`config.mk`:
```
export PLATFORM = sky130hd
export DESIGN_NAME = expr_job_scheduler
export DESIGN_NICKNAME = d
export VERILOG_FILES = /design/src/rtl/expr_sched_pkg.sv /design/src/rtl/expr_job_scheduler_rr_arbiter.sv /design/src/rtl/expr_job_scheduler.sv
export SDC_FILE = /design/constraint.sdc
export NUM_CORES = 1
export LEC_CHECK = 0
export CAP_MARGIN = 20
export CORE_AREA = 8 8 154 156
export DETAILED_ROUTE_END_ITERATION = 12
export DIE_AREA = 0 0 162 164
export DONT_BUFFER_PORTS = 1
export GPL_TIMING_DRIVEN = 0
export PLACE_DENSITY = 0.51
export SYNTH_ARGS = -nofsm -noshare
export SYNTH_HDL_FRONTEND = slang
export SYNTH_SLANG_ARGS = --single-unit
```
`constraint.sdc`:
```
create_clock -name clk -period 5.6 [get_ports clk]
set_clock_uncertainty 0.15 [all_clocks]
set_input_delay 0.56 -clock clk [delete_from_list [all_inputs] [get_ports clk]]
set_output_delay 0.56 -clock clk [all_outputs]
set_load 0.005 [all_outputs]
```
`src/rtl/expr_sched_pkg.sv`:
```
// Shared definitions for the expression job scheduler: FSM encoding and
// default sizing constants.
package expr_sched_pkg;

  localparam int DEF_WIDTH   = 32;
  localparam int DEF_N_REQ   = 4;
  localparam int DEF_TIMEOUT = 64;

  typedef enum logic [1:0] {
    S_IDLE  = 2'd0,
    S_ISSUE = 2'd1,
    S_WAIT  = 2'd2,
    S_RESP  = 2'd3
  } sched_state_t;

endpackage

```
`src/rtl/expr_job_scheduler_rr_arbiter.sv`:
```
// Combinational round-robin arbiter: grants the first requester at or after
// ptr, wrapping from N-1 back to 0.
module rr_arbiter #(
  parameter int N     = 4,
  parameter int IDX_W = $clog2(N)
) (
  input  logic [N-1:0]     req,
  input  logic [IDX_W-1:0] ptr,
  output logic [N-1:0]     grant,
  output logic [IDX_W-1:0] grant_idx,
  output logic             any
);

  function automatic logic [IDX_W-1:0] wrap_idx(input logic [IDX_W-1:0] p, input int k);
    int s;
    s = (int'(p) + k) % N;
    return IDX_W'(s);
  endfunction

  always_comb begin
    grant     = '0;
    grant_idx = '0;
    any       = 1'b0;
    for (int k = 0; k < N; k++) begin
      if (!any && req[wrap_idx(ptr, k)]) begin
        any                     = 1'b1;
        grant[wrap_idx(ptr, k)] = 1'b1;
        grant_idx               = wrap_idx(ptr, k);
      end
    end
  end

endmodule

```
`src/rtl/expr_job_scheduler.sv`:
```
// Shares one start/done expression datapath between N_REQ requesters:
// round-robin accept, one job in flight, tagged response, watchdog abort.
module expr_job_scheduler
  import expr_sched_pkg::*;
#(
  parameter int WIDTH    = DEF_WIDTH,
  parameter int OP_WIDTH = WIDTH + 3,
  parameter int N_REQ    = DEF_N_REQ,
  parameter int ID_W     = $clog2(N_REQ),
  parameter int TIMEOUT  = DEF_TIMEOUT
) (
  input  logic                   clk,
  input  logic                   rst,
  input  logic [N_REQ-1:0]       req_valid,
  output logic [N_REQ-1:0]       req_ready,
  input  logic [N_REQ*WIDTH-1:0] req_a,
  input  logic [N_REQ*WIDTH-1:0] req_b,
  output logic                   dp_start,
  output logic [WIDTH-1:0]       dp_a,
  output logic [WIDTH-1:0]       dp_b,
  input  logic                   dp_done,
  input  logic [OP_WIDTH-1:0]    dp_result,
  output logic                   rsp_valid,
  input  logic                   rsp_ready,
  output logic [ID_W-1:0]        rsp_id,
  output logic [OP_WIDTH-1:0]    rsp_data,
  output logic                   rsp_err,
  output logic [1:0]             dbg_state
);

  localparam int TMR_W = $clog2(TIMEOUT);

  sched_state_t        state_q, state_d;
  logic [ID_W-1:0]     rr_ptr_q, id_q;
  logic [WIDTH-1:0]    a_q, b_q;
  logic [OP_WIDTH-1:0] rsp_data_q;
  logic                rsp_err_q;
  logic [TMR_W-1:0]    timer_q;
  logic [N_REQ-1:0]    arb_grant;
  logic [ID_W-1:0]     arb_idx;
  logic                arb_any;
  logic                timed_out;

  rr_arbiter #(.N(N_REQ), .IDX_W(ID_W)) u_arb (
    .req       (req_valid),
    .ptr       (rr_ptr_q),
    .grant     (arb_grant),
    .grant_idx (arb_idx),
    .any       (arb_any)
  );

  assign timed_out = (timer_q == TMR_W'(TIMEOUT - 1));

  // Handshakes: a request transfers in the cycle req_valid[i] && req_ready[i]
  // (req_ready only asserts in IDLE); a response transfers on
  // rsp_valid && rsp_ready, and rsp_id/data/err stay frozen until then.
  assign req_ready = (state_q == S_IDLE) ? arb_grant : '0;
  assign dp_start  = (state_q == S_ISSUE);
  assign dp_a      = a_q;
  assign dp_b      = b_q;
  assign rsp_valid = (state_q == S_RESP);
  assign rsp_id    = id_q;
  assign rsp_data  = rsp_data_q;
  assign rsp_err   = rsp_err_q;
  assign dbg_state = state_q;

  always_ff @(posedge clk) begin
    if (rst) state_q <= S_IDLE;
    else     state_q <= state_d;
  end

  always_comb begin
    state_d = state_q;
    case (state_q)
      S_IDLE:  if (arb_any) state_d = S_ISSUE;
      S_ISSUE: state_d = S_WAIT;
      S_WAIT:  if (dp_done || timed_out) state_d = S_RESP;
      S_RESP:  if (rsp_ready) state_d = S_IDLE;
      default: state_d = S_IDLE;
    endcase
  end

  always_ff @(posedge clk) begin
    if (rst) begin
      a_q        <= '0;
      b_q        <= '0;
      id_q       <= '0;
      rr_ptr_q   <= '0;
      rsp_data_q <= '0;
      rsp_err_q  <= 1'b0;
      timer_q    <= '0;
    end else begin
      case (state_q)
        S_IDLE: if (arb_any) begin
          a_q  <= req_a[int'(arb_idx)*WIDTH +: WIDTH];
          b_q  <= req_b[int'(arb_idx)*WIDTH +: WIDTH];
          id_q <= arb_idx;
        end
        S_ISSUE: timer_q <= '0;
        S_WAIT: begin
          // A completion arriving in the final watchdog cycle still counts.
          if (dp_done) begin
            rsp_data_q <= dp_result;
            rsp_err_q  <= 1'b0;
          end else if (timed_out) begin
            rsp_data_q <= '0;
            rsp_err_q  <= 1'b1;
          end else begin
            timer_q <= timer_q + TMR_W'(1);
          end
        end
        S_RESP: if (rsp_ready) begin
          rr_ptr_q <= (id_q == ID_W'(N_REQ - 1)) ? '0 : id_q + ID_W'(1);
        end
        default: ;
      endcase
    end
  end

endmodule

```
==> impl_metrics.py <==
metrics = {
    "sta": {
        "fmax_mhz": 203,
        "slew_viol_final": 0,
        "final.setup.tns_ns": 0,
        "finalHoldViolCount": 0,
        "rsz0062_at_grt": "no",
        "max_slew_margin_pct": 45.8,
        "min_period_ns": 4.93,
        "timing.final.ws_setup_ns": 0.672,
        "tightest_slew_ns": 0.810,
        "period_share_pct": 88.0,
        "whs_ns": 0.182,
        "setup_viol": 0,
    },
    "clock_network": {
        "cts_tree": "built",
        "cts_buffer_depth": 2,
        "cts_buffers": 9,
        "h-tree-depth": 3,
        "clk_pin_slew_ns": 0.10,
        "clk_latency_ns": 0.37,
        "ctsHoldBuffers": 0,
        "cts.sinks": 112,
        "root_buffer": "clkbuf_16",
        "postCtsSetupBuffers": 0,
        "cts_resized": 0,
    },
    "placed_design": {
        "gp_congestion": 0.839,
        "post-place-ws_ns": 1.03,
        "post-dp-hpwl_um": 23400,
        "io_buffers": 0,
    },
    "critical_path": {
        "ff2ff_path_depth": 14,
        "endpoint_kind": "output port",
        "critPathMaxFanout": 12,
        "cp.required_ns": 4.89,
        "start_kind": "flip-flop",
        "worstReg2RegEnd": "dp_a[0]",
        "r2r-start": "rr_ptr_q[0]",
        "path_class": "reg -> out",
        "cp.arrival_ns": 4.22,
        "rrSetupSlack_ns": 1.07,
    },
    "die": {
        "die_area_mm2": 0.0266,
        "fp.dieH_um": 164,
        "core-area_mm2": 0.0214,
        "rows": 54,
        "pin_count": 409,
        "start_util_pct": 34.4,
        "die_x_um": 162,
    },
    "min_path": {
        "whs_path_depth": 2,
        "hold_class": "in -> reg",
        "min_from": "dp_result[22]",
        "min_to": "rsp_data[22]",
    },
    "flow_run": {
        "cap_violations": 0,
    },
    "synthesis": {
        "ys_seq_area_share_pct": 30.5,
        "avgSynthCellArea_um2": 8.32,
        "synth_compound_area_share_pct": 37.0,
        "synthCells": 884,
        "yosys_warnings": 0,
        "synthArstFlopShare_pct": 0,
        "yosys-top-cells-area": "dfxtp_1 (31%), a22oi_1 (10%), mux2i_1 (9.4%)",
        "synth_top_cell_by_area": "dfxtp_1",
        "synth_area_mm2": 0.00735,
        "synth_xor_area_share_pct": 0.477,
        "synthFlopType": "dfxtp_1",
        "ys_types": 54,
        "synth_top_family_by_area": "compound AO/OA/AOI/OAI gates",
        "synth_edf_count": 0,
        "synthSimpleGateAreaFrac_pct": 10.9,
        "synth_seq_cells": 112,
        "synth.area.mux_share_pct": 10.6,
        "synth_top_area_share_pct": 30.5,
        "synthAdderAreaFrac_pct": 2.21,
        "syn_nets": 1196,
    },
    "layout": {
        "fin_nets": 1207,
        "antennaDiodeCount": 0,
        "area_delta_synth_final_pct": 9.23,
        "drive_above_1_share_pct": 6.56,
    },
    "route": {
        "drc": 0,
        "antenna_left": 0,
        "via_per_inst": 6.14,
        "post_drt_wl_per_cell_um": 25.4,
        "drt_first_pass_iters": 9,
        "vias": 7246,
        "drt_wl_total_um": 30000,
        "initialDrtViolationCount": 591,
    },
    "global_route": {
        "grt_use_total_pct": 21.4,
        "first_global_vias": 7309,
        "overflow": 0,
        "grt_max_degree": 26,
        "antenna_found_initial": 0,
        "grt_pass1_wl_um": 44800,
    },
    "power_and_ir_drop": {
        "p_per_area_mw_per_mm2": 404,
        "power_leakage_uw": 0.00302,
        "peakVddDrop_uv": 157,
    },
    "run_status": {
        "status": "finished, final reports clean",
    },
}
-- final cells by class --
cell class / count / area (um^2)
well taps: 280 / 350
fillers: 2268 / 13300
plain buffers: 91 / 445
flip-flops and latches: 112 / 2240
clock inverters: 7 / 103
clock buffers: 9 / 225
inverters: 43 / 161
multi-input cells: 638 / 4500
-- cells in the final DEF (no fill, tap or decap), types with 5 or more instances in the layout --
cell,synthesis,layout
mux2i_1,69,69
a221o_1,5,5
a211oi_1,37,37
o22ai_1,35,35
a21o_1,29,29
ha_1,13,13
o211ai_1,29,29
nand3_1,36,36
nand2_1,43,43
a2111oi_1,28,28
buf_1,11,11
a21oi_1,9,9
o21ai_0,35,35
inv_1,42,42
nor2_1,86,86
clkbuf_16,0,9
buf_2,16,16
a211o_1,28,28
a22oi_1,100,100
clkbuf_1,52,52
buf_6,5,5
a2111oi_0,7,7
dfxtp_1,112,112
-- registers in the layout, indices dropped and copies added, names as in the netlist --
| signal | flops |
|---|---|
| dbg_state | 2 |
| dp_a | 32 |
| dp_b | 32 |
| rr_ptr_q | 2 |
| rsp_data | 35 |
| rsp_err | 1 |
| rsp_id | 2 |
| timer_q | 6 |
-- cell usage after synthesis, drive strengths merged (2+ instances only) --
cell type / instances
a211oi: 38
a221o: 5
nand4: 2
mux4: 3
xnor2: 2
a211o: 28
and2: 2
nand3: 36
ha: 13
a21oi: 12
nor2: 86
a21boi: 4
nand2: 43
a21o: 29
o21ai: 36
dfxtp: 112
a2111oi: 37
xor2: 2
nand2b: 4
nor2b: 5
mux2: 2
a22oi: 100
o211ai: 31
clkbuf: 53
nor3: 2
inv: 42
mux2i: 69
o22ai: 35
buf: 38
-- worst max-delay path: stages (launching register included) --
cell and delay [ns]:
dfxtp_1 0.44, buf_4 0.20, buf_6 0.16, clkinv_1 0.26, buf_1 0.38, ha_1 0.38
buf_2 0.22, mux4_2 0.46, nor2b_2 0.28, clkbuf_1 0.39, a221o_1 0.24, o21ai_0 0.08
a21boi_0 0.35
-- logic make-up after synthesis --
| group | count (synthesis) |
|---|---|
| and+or+nand+nor | 186 |
| DFF | 112 |
| AOI/OAI and AO/OA | 361 |
| xor gates and xnor gates | 4 |
| buffers and inverters | 134 |
| muxes | 74 |
| adders and majority gates | 13 |
-- per-layer routing --
| layer | global-route usage, % | vias up | share of wire [%] |
|---|---|---|---|
| li1 | - | 3393 | - |
| met4 | 4.71 | 0 | 1.1 |
| met1 | 25.0 | 3442 | 38 |
| met5 | 0 | - | 0 |
| met2 | 37.3 | 384 | 50 |
| met3 | 6.99 | 27 | 11 |
-- worst max-delay path by stage --
stage	start	end	slack, ns	depth (start not counted)
final	rr_ptr_q[0]	req_ready[1]	0.67	12
after global routing	rr_ptr_q[0]	req_ready[1]	0.28	12
after CTS	rr_ptr_q[0]	req_ready[0]	0.61	12
after detailed placement	rr_ptr_q[0]	req_ready[2]	1.03	12
after global placement	rr_ptr_q[0]	dp_a[7]	1.03	13
after floorplan	rr_ptr_q[0]	req_ready[0]	2.00	12
-- through the flow --
stage | util, % | total power [uW] | cells | area, um^2
6_report | 37.6 | 3250 | 1180 | 8030
5_1_grt | 37.6 | 3480 | 1180 | 8030
4_1_cts | 37.6 | 3290 | 1180 | 8030
3_5_place_dp | 36.1 | 2550 | 1164 | 7700
3_3_place_gp | 36.1 | 2540 | 1164 | 7700
2_1_floorplan | - | 2140 | 884 | 7350
-- power breakdown --
part	internal, uW	total [uW]	switching, uW
Combinational	459	1230	770
Clock	339	728	389
Sequential	1050	1290	245
Total	1840	3250	1400
Note: power is estimated with default switching activity, not from simulation.
